<file path="config.mk">
export PLATFORM = sky130hd
export DESIGN_NAME = lsu_mem_ctrl_flat
export DESIGN_NICKNAME = d
export VERILOG_FILES = /design/src/rtl/riscv_pkg.sv /design/src/rtl/lsu_mem_ctrl_if.sv /design/src/rtl/lsu_load_align.sv /design/src/rtl/lsu_mem_ctrl.sv /design/src/flat_wrapper.sv
export SDC_FILE = /design/constraint.sdc
export NUM_CORES = 1
export LEC_CHECK = 0
export CAP_MARGIN = 20
export CORE_UTILIZATION = 59
export CTS_CLUSTER_SIZE = 30
export DETAILED_ROUTE_END_ITERATION = 10
export DONT_BUFFER_PORTS = 1
export HOLD_SLACK_MARGIN = 0.08
export PLACE_DENSITY_LB_ADDON = 0.05
export SLEW_MARGIN = 20
export SYNTH_ARGS = -nofsm -noshare
export SYNTH_HDL_FRONTEND = slang
export SYNTH_SLANG_ARGS = --single-unit
</file>
<file path="constraint.sdc">
create_clock -name clk -period 3.56 [get_ports clk]
set_clock_uncertainty 0.15 [all_clocks]
set_input_delay 0.89 -clock clk [delete_from_list [all_inputs] [get_ports clk]]
set_output_delay 0.89 -clock clk [all_outputs]
set_load 0.02 [all_outputs]
</file>
<file path="src/rtl/riscv_pkg.sv">
// Shared definitions for the data-memory access path: funct3 encodings,
// controller state and error-cause encodings, and decode helpers.
package riscv_pkg;

  localparam logic [2:0] F3_B  = 3'b000;
  localparam logic [2:0] F3_H  = 3'b001;
  localparam logic [2:0] F3_W  = 3'b010;
  localparam logic [2:0] F3_BU = 3'b100;
  localparam logic [2:0] F3_HU = 3'b101;

  typedef enum logic [1:0] {
    IDLE = 2'd0,
    BUSY = 2'd1,
    DONE = 2'd2
  } lsu_state_t;

  typedef enum logic [1:0] {
    ERR_NONE     = 2'd0,
    ERR_MISALIGN = 2'd1,
    ERR_FUNCT3   = 2'd2,
    ERR_TIMEOUT  = 2'd3
  } err_cause_t;

  // Unsigned load sizes have no store counterpart.
  function automatic logic f3_legal(input logic is_store, input logic [2:0] f3);
    logic ok;
    ok = 1'b0;
    case (f3)
      F3_B, F3_H, F3_W: ok = 1'b1;
      F3_BU, F3_HU:     ok = ~is_store;
      default:          ok = 1'b0;
    endcase
    return ok;
  endfunction

  function automatic logic misaligned(input logic [2:0] f3, input logic [1:0] lo);
    logic mis;
    mis = 1'b0;
    case (f3)
      F3_H, F3_HU: mis = lo[0];
      F3_W:        mis = (lo != 2'b00);
      default:     mis = 1'b0;
    endcase
    return mis;
  endfunction

endpackage

</file>
<file path="src/rtl/lsu_mem_ctrl_if.sv">
// Data-memory request/acknowledge bus between the LSU controller (master)
// and the data memory (slave).
interface lsu_mem_ctrl_if #(
  parameter int XLEN = 32
) ();
  logic            dmem_req;
  logic            dmem_we;
  logic [XLEN-1:0] dmem_addr;
  logic [3:0]      dmem_be;
  logic [XLEN-1:0] dmem_wdata;
  logic [XLEN-1:0] dmem_rdata;
  logic            dmem_ack;

  modport master (
    output dmem_req, dmem_we, dmem_addr, dmem_be, dmem_wdata,
    input  dmem_rdata, dmem_ack
  );

  modport slave (
    input  dmem_req, dmem_we, dmem_addr, dmem_be, dmem_wdata,
    output dmem_rdata, dmem_ack
  );
endinterface

</file>
<file path="src/rtl/lsu_load_align.sv">
// Selects the addressed lane of a read word and sign/zero-extends it
// according to the load size.
module lsu_load_align
  import riscv_pkg::*;
#(
  parameter int XLEN = 32
) (
  input  logic [XLEN-1:0] rdata_i,
  input  logic [1:0]      addr_lo_i,
  input  logic [2:0]      funct3_i,
  output logic [XLEN-1:0] data_o
);

  logic [7:0]  byte_s;
  logic [15:0] half_s;

  // Lane select then extension by load type.
  always_comb begin
    byte_s = rdata_i[{addr_lo_i, 3'b000} +: 8];
    half_s = rdata_i[{addr_lo_i[1], 4'b0000} +: 16];
    case (funct3_i)
      F3_B:    data_o = {{(XLEN-8){byte_s[7]}}, byte_s};
      F3_H:    data_o = {{(XLEN-16){half_s[15]}}, half_s};
      F3_W:    data_o = rdata_i;
      F3_BU:   data_o = {{(XLEN-8){1'b0}}, byte_s};
      F3_HU:   data_o = {{(XLEN-16){1'b0}}, half_s};
      default: data_o = '0;
    endcase
  end

endmodule

</file>
<file path="src/rtl/lsu_mem_ctrl.sv">
// Data-memory access controller: turns a decoded load/store into a single
// req/ack bus transaction, stalls the core while it is outstanding, formats
// load data and reports misaligned, illegal-size and timeout errors.
module lsu_mem_ctrl
  import riscv_pkg::*;
#(
  parameter int XLEN    = 32,
  parameter int TIMEOUT = 16
) (
  input  logic            clk,
  input  logic            rst,
  input  logic            mem_read_i,
  input  logic            mem_write_i,
  input  logic [2:0]      funct3_i,
  input  logic [XLEN-1:0] addr_i,
  input  logic [XLEN-1:0] store_data_i,
  output logic            stall_o,
  output logic [XLEN-1:0] load_data_o,
  output logic            load_valid_o,
  output logic            access_err_o,
  output logic [1:0]      err_cause_o,
  lsu_mem_ctrl_if.master  dmem
);

  localparam int WDW = (TIMEOUT > 1) ? $clog2(TIMEOUT) : 1;
  localparam bit WDOG_EN = (TIMEOUT > 0);
  localparam logic [WDW-1:0] WDOG_LAST = (TIMEOUT > 0) ? WDW'(TIMEOUT - 1) : '0;

  lsu_state_t      state_q;
  logic [WDW-1:0]  wdog_q;
  logic            req_q;
  logic            we_q;
  logic [XLEN-1:0] addr_q;
  logic [3:0]      be_q;
  logic [XLEN-1:0] wdata_q;
  logic [2:0]      f3_q;
  logic [1:0]      lane_q;
  logic            is_load_q;
  logic            timeout_q;
  logic            load_valid_q;
  logic [XLEN-1:0] load_data_q;

  logic            access_s;
  logic            illegal_s;
  logic            mis_s;
  logic            err_s;
  logic [3:0]      be_s;
  logic [XLEN-1:0] wdata_s;
  logic [XLEN-1:0] aligned_s;
  err_cause_t      cause_s;

  // A simultaneous read and write is treated as a store.
  assign access_s  = mem_read_i | mem_write_i;
  assign illegal_s = ~f3_legal(mem_write_i, funct3_i);
  assign mis_s     = misaligned(funct3_i, addr_i[1:0]);
  assign err_s     = illegal_s | mis_s;

  // Store lane placement; loads always request the full word.
  always_comb begin
    be_s    = 4'b1111;
    wdata_s = store_data_i;
    if (mem_write_i) begin
      case (funct3_i)
        F3_B: begin
          be_s    = 4'b0001 << addr_i[1:0];
          wdata_s = {4{store_data_i[7:0]}};
        end
        F3_H: begin
          be_s    = 4'b0011 << addr_i[1:0];
          wdata_s = {2{store_data_i[15:0]}};
        end
        default: begin
          be_s    = 4'b1111;
          wdata_s = store_data_i;
        end
      endcase
    end else begin
      be_s    = 4'b1111;
      wdata_s = store_data_i;
    end
  end

  lsu_load_align #(.XLEN(XLEN)) u_align (
    .rdata_i   (dmem.dmem_rdata),
    .addr_lo_i (lane_q),
    .funct3_i  (f3_q),
    .data_o    (aligned_s)
  );

  // Stall and error reporting: request errors are flagged in IDLE, timeouts in DONE.
  always_comb begin
    stall_o = 1'b0;
    cause_s = ERR_NONE;
    if (rst) begin
      stall_o = 1'b0;
      cause_s = ERR_NONE;
    end else begin
      case (state_q)
        IDLE: begin
          if (access_s && err_s) begin
            cause_s = illegal_s ? ERR_FUNCT3 : ERR_MISALIGN;
          end else if (access_s) begin
            stall_o = 1'b1;
          end else begin
            stall_o = 1'b0;
          end
        end
        BUSY:    stall_o = 1'b1;
        DONE:    cause_s = timeout_q ? ERR_TIMEOUT : ERR_NONE;
        default: stall_o = 1'b0;
      endcase
    end
  end

  assign err_cause_o  = cause_s;
  assign access_err_o = (cause_s != ERR_NONE);
  assign load_valid_o = load_valid_q;
  assign load_data_o  = load_data_q;

  assign dmem.dmem_req   = req_q;
  assign dmem.dmem_we    = we_q;
  assign dmem.dmem_addr  = addr_q;
  assign dmem.dmem_be    = be_q;
  assign dmem.dmem_wdata = wdata_q;

  // Transaction FSM with watchdog; bus outputs are frozen for the whole of BUSY.
  always_ff @(posedge clk) begin
    if (rst) begin
      state_q      <= IDLE;
      wdog_q       <= '0;
      req_q        <= 1'b0;
      we_q         <= 1'b0;
      addr_q       <= '0;
      be_q         <= 4'b0000;
      wdata_q      <= '0;
      f3_q         <= 3'b000;
      lane_q       <= 2'b00;
      is_load_q    <= 1'b0;
      timeout_q    <= 1'b0;
      load_valid_q <= 1'b0;
      load_data_q  <= '0;
    end else begin
      load_valid_q <= 1'b0;
      timeout_q    <= 1'b0;
      case (state_q)
        IDLE: begin
          if (access_s && !err_s) begin
            state_q   <= BUSY;
            req_q     <= 1'b1;
            we_q      <= mem_write_i;
            addr_q    <= {addr_i[XLEN-1:2], 2'b00};
            be_q      <= be_s;
            wdata_q   <= wdata_s;
            f3_q      <= funct3_i;
            lane_q    <= addr_i[1:0];
            is_load_q <= ~mem_write_i;
            wdog_q    <= '0;
          end
        end
        BUSY: begin
          if (dmem.dmem_ack) begin
            state_q <= DONE;
            req_q   <= 1'b0;
            if (is_load_q) begin
              load_data_q  <= aligned_s;
              load_valid_q <= 1'b1;
            end
          end else if (WDOG_EN && (wdog_q == WDOG_LAST)) begin
            state_q   <= DONE;
            req_q     <= 1'b0;
            timeout_q <= 1'b1;
            if (is_load_q) begin
              load_data_q  <= '0;
              load_valid_q <= 1'b1;
            end
          end else begin
            wdog_q <= wdog_q + WDW'(1);
          end
        end
        DONE:    state_q <= IDLE;
        default: begin
          state_q <= IDLE;
          req_q   <= 1'b0;
        end
      endcase
    end
  end

endmodule

</file>
<file path="src/flat_wrapper.sv">
// flat-port wrapper written by rule: the top's interface ports become plain ports
module lsu_mem_ctrl_flat import riscv_pkg::*;
#(
  parameter int XLEN    = 32,
  parameter int TIMEOUT = 16
)
  (clk, rst, mem_read_i, mem_write_i, funct3_i, addr_i, store_data_i, stall_o, load_data_o, load_valid_o, access_err_o, err_cause_o, dmem_dmem_req, dmem_dmem_we, dmem_dmem_addr, dmem_dmem_be, dmem_dmem_wdata, dmem_dmem_rdata, dmem_dmem_ack);
  lsu_mem_ctrl_if #(.XLEN(XLEN)) dmem_i ();
  input  logic clk;
  input  logic rst;
  input  logic mem_read_i;
  input  logic mem_write_i;
  input  logic [2:0] funct3_i;
  input  logic [XLEN-1:0] addr_i;
  input  logic [XLEN-1:0] store_data_i;
  output logic stall_o;
  output logic [XLEN-1:0] load_data_o;
  output logic load_valid_o;
  output logic access_err_o;
  output logic [1:0] err_cause_o;
  output wire logic [$bits(dmem_i.dmem_req)-1:0] dmem_dmem_req;
  output wire logic [$bits(dmem_i.dmem_we)-1:0] dmem_dmem_we;
  output wire logic [$bits(dmem_i.dmem_addr)-1:0] dmem_dmem_addr;
  output wire logic [$bits(dmem_i.dmem_be)-1:0] dmem_dmem_be;
  output wire logic [$bits(dmem_i.dmem_wdata)-1:0] dmem_dmem_wdata;
  input wire logic [$bits(dmem_i.dmem_rdata)-1:0] dmem_dmem_rdata;
  input wire logic [$bits(dmem_i.dmem_ack)-1:0] dmem_dmem_ack;
  assign dmem_dmem_req = dmem_i.dmem_req;
  assign dmem_dmem_we = dmem_i.dmem_we;
  assign dmem_dmem_addr = dmem_i.dmem_addr;
  assign dmem_dmem_be = dmem_i.dmem_be;
  assign dmem_dmem_wdata = dmem_i.dmem_wdata;
  assign dmem_i.dmem_rdata = dmem_dmem_rdata;
  assign dmem_i.dmem_ack = dmem_dmem_ack;
  lsu_mem_ctrl #(.XLEN(XLEN), .TIMEOUT(TIMEOUT)) u_core (.clk(clk), .rst(rst), .mem_read_i(mem_read_i), .mem_write_i(mem_write_i), .funct3_i(funct3_i), .addr_i(addr_i), .store_data_i(store_data_i), .stall_o(stall_o), .load_data_o(load_data_o), .load_valid_o(load_valid_o), .access_err_o(access_err_o), .err_cause_o(err_cause_o), .dmem(dmem_i));
endmodule
</file>
; ---- Word level (Yosys, flattened, before mapping)
; Cells that the tools add are included.
[op_classes]
n_eq_ne = 15
bitwise_logic = 6
n_reduce_logical = 20
muxes = 36
addsub = 1
shift = 4
[op_table]
columns = cell, n
row1 = $mux 32, 5
row2 = $pmux 32 s5, 1
row3 = $pmux 32 s2, 1
row4 = $shiftx 32x6->16, 1
row5 = $shiftx 32x6->8, 1
row6 = $mux 4, 4
row7 = $pmux 4 s2, 2
row8 = $mux 2, 7
row9 = $eq 3x3->1 const B, 4
row10 = $mux 1, 10
row11 = $pmux 2 s2, 2
row12 = $reduce_bool 2->1, 4
row13 = $eq 3x1->1 const B, 2
row14 = $eq 3x2->1 const B, 2
row15 = $logic_not 3->1, 2
row16 = $pmux 1 s2, 3
row17 = $reduce_and 3->1, 2
row18 = $reduce_or 2->1, 3
row19 = $reduce_or 3->1, 2
row20 = $add 4x1->4 const B, 1
row21 = $eq 4x4->1 const B, 1
row22 = $ne 2x2->1 const B, 2
row23 = $not 1->1, 4
row24 = $reduce_and 2->1, 2
row25 = other kinds (12), 14
[totals]
word_cells = 95
output_inout_bits = 107
inputBits = 104
regBits = 114

; ---- Depth between registers and ports, before layout
[depth]
depth_word = 10
depth_mapped = 8
mapped_depth_nobuf = 6

; ---- Hierarchy
; Synthesis repeated with hierarchy kept, for this count alone.
[hier_totals]
hier_cells = 683
hier_area_um2 = 5619.1
[by_module_without_submodules]
columns = module, area_per_inst_um2, instances, cells_each, seq_area_each_um2
row1 = lsu_mem_ctrl, 4797.1, 1, 566, 2282.2
row2 = lsu_load_align, 822.0, 1, 117, 0.0

; ---- Least setup slack after synthesis
; No wires, ideal clock.
[synth_timing]
kind = input port to output port
start = input port addr_i[0]
end = output port stall_o
path_stages = 7
required_ns = 2.520
path_slack_ns = 0.161
t_arrival_ns = 2.359
n_path_buf = 3
path_cell_list = buf_2 nor4_2 o221a_2 buf_4 buf_2 nor2_1 nor3_1
[synth_via]
elab_chain_len = 7
[synth_rtl]
columns = item, line_no
row1 = "start, declared", flat_wrapper.sv:14  ; input logic [XLEN-1:0] addr_i;
row2 = $reduce_bool 2->1, riscv_pkg.sv:41  ; F3_W: mis = (lo != 2'b00);
row3 = $pmux 1 s2 *, riscv_pkg.sv:39  ; case (f3)
row4 = $or 1x1->1 *, lsu_mem_ctrl.sv:56  ; assign err_s = illegal_s | mis_s;
row5 = $logic_and 1x1->1 *, lsu_mem_ctrl.sv:100  ; if (access_s && err_s) begin
row6 = $mux 1 *, lsu_mem_ctrl.sv:100
row7 = $pmux 1 s2 *, lsu_mem_ctrl.sv:98  ; case (state_q)
row8 = $mux 1 *, lsu_mem_ctrl.sv:94  ; if (rst) begin
row9 = "end, declared", flat_wrapper.sv:16  ; output logic stall_o;
; Mark *: on every way between the ends. The rest lies on a longest branch, timed or not.

; ---- Worst setup path after layout
[layout_timing]
start = register u_core.state_q[1]
end = output port access_err_o
[layout_via]
elab_chain_len = 4
elab_cells_between_ends = 5
cone_classes = eq/ne (1) / mux (2) / reduce/logical (2)
[layout_rtl]
columns = item, line_no
row1 = "start, declared", lsu_mem_ctrl.sv:29  ; lsu_state_t state_q;
row2 = "start signal, assigned", lsu_mem_ctrl.sv:129  ; state_q <= IDLE;
row3 = "start signal, assigned", lsu_mem_ctrl.sv:148  ; state_q <= BUSY;
row4 = "start signal, assigned", lsu_mem_ctrl.sv:162  ; state_q <= DONE;
row5 = $eq 2x2->1 or $logic_not 2->1 (tied branches), lsu_mem_ctrl.sv:98
row6 = $pmux 2 s2 *, lsu_mem_ctrl.sv:98
row7 = $mux 2 *, lsu_mem_ctrl.sv:94
row8 = $reduce_bool 2->1 *, lsu_mem_ctrl.sv:116  ; assign access_err_o = (cause_s != ERR_NONE);
row9 = "end, declared", flat_wrapper.sv:19  ; output logic access_err_o;
; Marks and branches as above.

==> run metrics <==
vias in the first global route 3781; count of different cell masters after synthesis 45; critical-path cell list nor2_1 > o21a_1 > o221ai_1 > a31oi_1; R2R cell count 5; CTS tree yes; Die Ht 92.62 um; WL final 12170 um; mapped cell area 0.004845 mm^2; worst hold path depth 1; Gate power share 8.1%; max-cap violation count 0; pwr/cell area 635.8 mW/mm^2; IO Port Bufs 0; IO Count 211; vias per cell 5.933; clock latency at the later pin of the worst-skew pair 0.51 ns; CP max FO 5; worst reg2reg path startpoint u_core.lane_q[1]; TritonRoute pass-1 iters 4; DP HPWL 8235 um; Hold Path Class primary input to register; Iter 0 DRT Violations 219; max_slew headroom 39.46%; status completed; Nets 673; sw frac 26.66%; dominant synthesized flop cell dfxtp_1; Final ANT Viol Nets 0; Reg power frac 42.3%; Num CTS Buffers 17; CTS Hold Buffers Added 0; clk sinks 114; setup bufs post-CTS 0; critical path class register to output port; Layout Area Growth over Synthesis 11.44%; pins over their slew limit 0; slowest stage cell, crit path a31oi_1; WL/cell 17.82 um; CP Launch Type register; flop-to-flop setup slack 1.02 ns; share of total power in the clock network 49.6%; Tightest Pin Transition 0.9082 ns; drt drc 0; final worst path period share 85.06%; Worst Min Path Start rst; Fmax 330.2 MHz; share of Yosys cell area claimed by the top area cell type 47.11%; largest net degree at the start of global routing 91; Setup crit end kind output port; Internal Power 2.517 mW; Post-synth EDFFs 0; Mapped Avg Cell Area 8.170 um^2; post-synth top area cell dfxtp_1; Critical Path RT 2.52 ns; #FFs+latches synth 114; Setup Total Neg Slack 0 ns; final worst path period need 3.028 ns; Arrival @ worst endpoint 1.99 ns; top cells by area, synth dfxtp_1 47%, nand2_1 11%, a21oi_1 8.8%, mux2i_1 5.0%, o211ai_1 3.3%; initial antenna violation count 0; final setup fails 0; Final Core Density 68.80%; RSZ-0062 raised after global routing false; Reg-to-Reg End u_core.load_data_o[19]; full die area 0.008578 mm^2; H-tree levels 4; n_diodes 0; most frequent cells in the layout 148 x nand2_1, 114 x dfxtp_1, 84 x a21oi_1; initial core utilization 61.73%; Synth Warn # 0; Pwr Total 3.432 mW; Seq/Total Area, Yosys 47.11%; Mapped Cells 593; CTS resizes 0; static leakage power 1.913 nW; most common cell after layout, fill and taps aside nand2_1; Fin Hold WS 0.2895 ns; chip width 92.62 um; Clock Pin Slew Worst Setup and Hold Paths 0.06 ns; NetSw 0.9150 mW; fraction of layout cells with a size suffix above 1 8.778%; Placer Congestion 0.7920; Async SR Flop Fraction 0%; worst-case clock buffer depth 2; crit-path max cell delay 0.49 ns; clk root buf clkbuf_8; GRT Residual Overflow 0; first-pass GRT wire length 19010 um; FP Rows 32; Worst Hold Path EP u_core.dmem.dmem_addr[31]; Max IR drop VDD 368.1 uV; endpoints failing hold 0; Via Count 4052; core area 0.007848 mm^2; Total Routing Usage GR 28.48%
through the flow:
step | worst slack [ns] | cells | instance area, um^2
2_1_floorplan | 0.1611 | 594 | 4848
3_3_place_gp | 0.5825 | 651 | 4798
3_5_place_dp | 0.5253 | 651 | 4798
4_1_cts | 0.5268 | 683 | 5399
5_1_grt | 0.4337 | 683 | 5399
6_report | 0.5319 | 683 | 5399
Yosys cell counts, drive strengths merged, types with 2 or more instances:
cell / count
clkbuf: 26
nand3b: 2
a221oi: 11
a211oi: 10
inv: 2
nor3: 4
o21a: 2
and2: 3
dfxtp: 114
nor2b: 6
o21ai: 39
o2111ai: 2
nand2: 148
nand2b: 2
a21o: 3
nor2: 33
nor3b: 2
a21oi: 86
o221ai: 2
a31oi: 6
o211ai: 21
mux2i: 24
buf: 26
a2bb2oi: 5
worst max path at each step:
stage,startpoint,end,slack [ns],depth (start not counted)
floorplan,addr_i[0],stall_o,0.16,7
global placement,addr_i[0],u_core.wdog_q[3],0.58,6
detailed placement,addr_i[0],u_core.wdog_q[3],0.53,6
CTS,u_core.state_q[1],access_err_o,0.53,4
global route,u_core.state_q[1],access_err_o,0.43,4
finish,u_core.state_q[1],access_err_o,0.53,4
registers in the layout, summed over array words and instances, names as in the netlist:
signal                  flops
u_core.dmem.dmem_req        1
u_core.dmem.dmem_be         4
u_core.dmem.dmem_wdata     32
u_core.lane_q               2
u_core.load_data_o         32
u_core.dmem.dmem_addr      30
u_core.wdog_q               4
u_core.state_q              2
u_core.load_valid_o         1
u_core.dmem.dmem_we         1
u_core.timeout_q            1
u_core.is_load_q            1
u_core.f3_q                 3
layer usage:
metal | global-route usage (%) | vias to the layer above | share of wire, %
li1 | - | 2016 | -
met1 | 33.90 | 1857 | 40
met2 | 45.86 | 164 | 49
met3 | 11.58 | 15 | 10
met4 | 11.03 | 0 | 0.87
met5 | 0 | - | 0
power by group through the flow:
stage	Sequential (mW)	Clock [mW]	Combinational [mW]
3_3_place_gp	1.48	0	0.268
5_1_grt	1.46	1.78	0.318
6_report	1.45	1.70	0.278
2_1_floorplan	1.46	0	0.270
4_1_cts	1.45	1.71	0.278
3_5_place_dp	1.48	0	0.278
critical path: cells and delay by family, from the launching register on:
family	cells	cell delay, ns
AO/OA/AOI/OAI	3	0.86
flip-flops	1	0.34
AND/OR/NAND/NOR	1	0.27
final cells by class:
class	count	area, um^2
fillers	645	2449
repair buffers	7	52.55
clock buffers	17	414.1
well taps	102	127.6
clock inverters	15	186.4
inverters	2	7.507
multi-input cells	426	2328
flip-flops and latches	114	2282
cell families after synthesis:
kind of cell               after synthesis  synth area share [%]
AOI/OAI and AO/OA                      189                 23.89
muxes                                   25                 5.268
and+or+nand+nor                        207                 17.59
other                                    1               0.07741
buffers and inverters                   54                 5.449
DFF                                    114                 47.11
xor gates and xnor gates                 2                0.3616
adders and majority gates                1                0.2582
No activity file was read; power rests on OpenSTA's default activity.
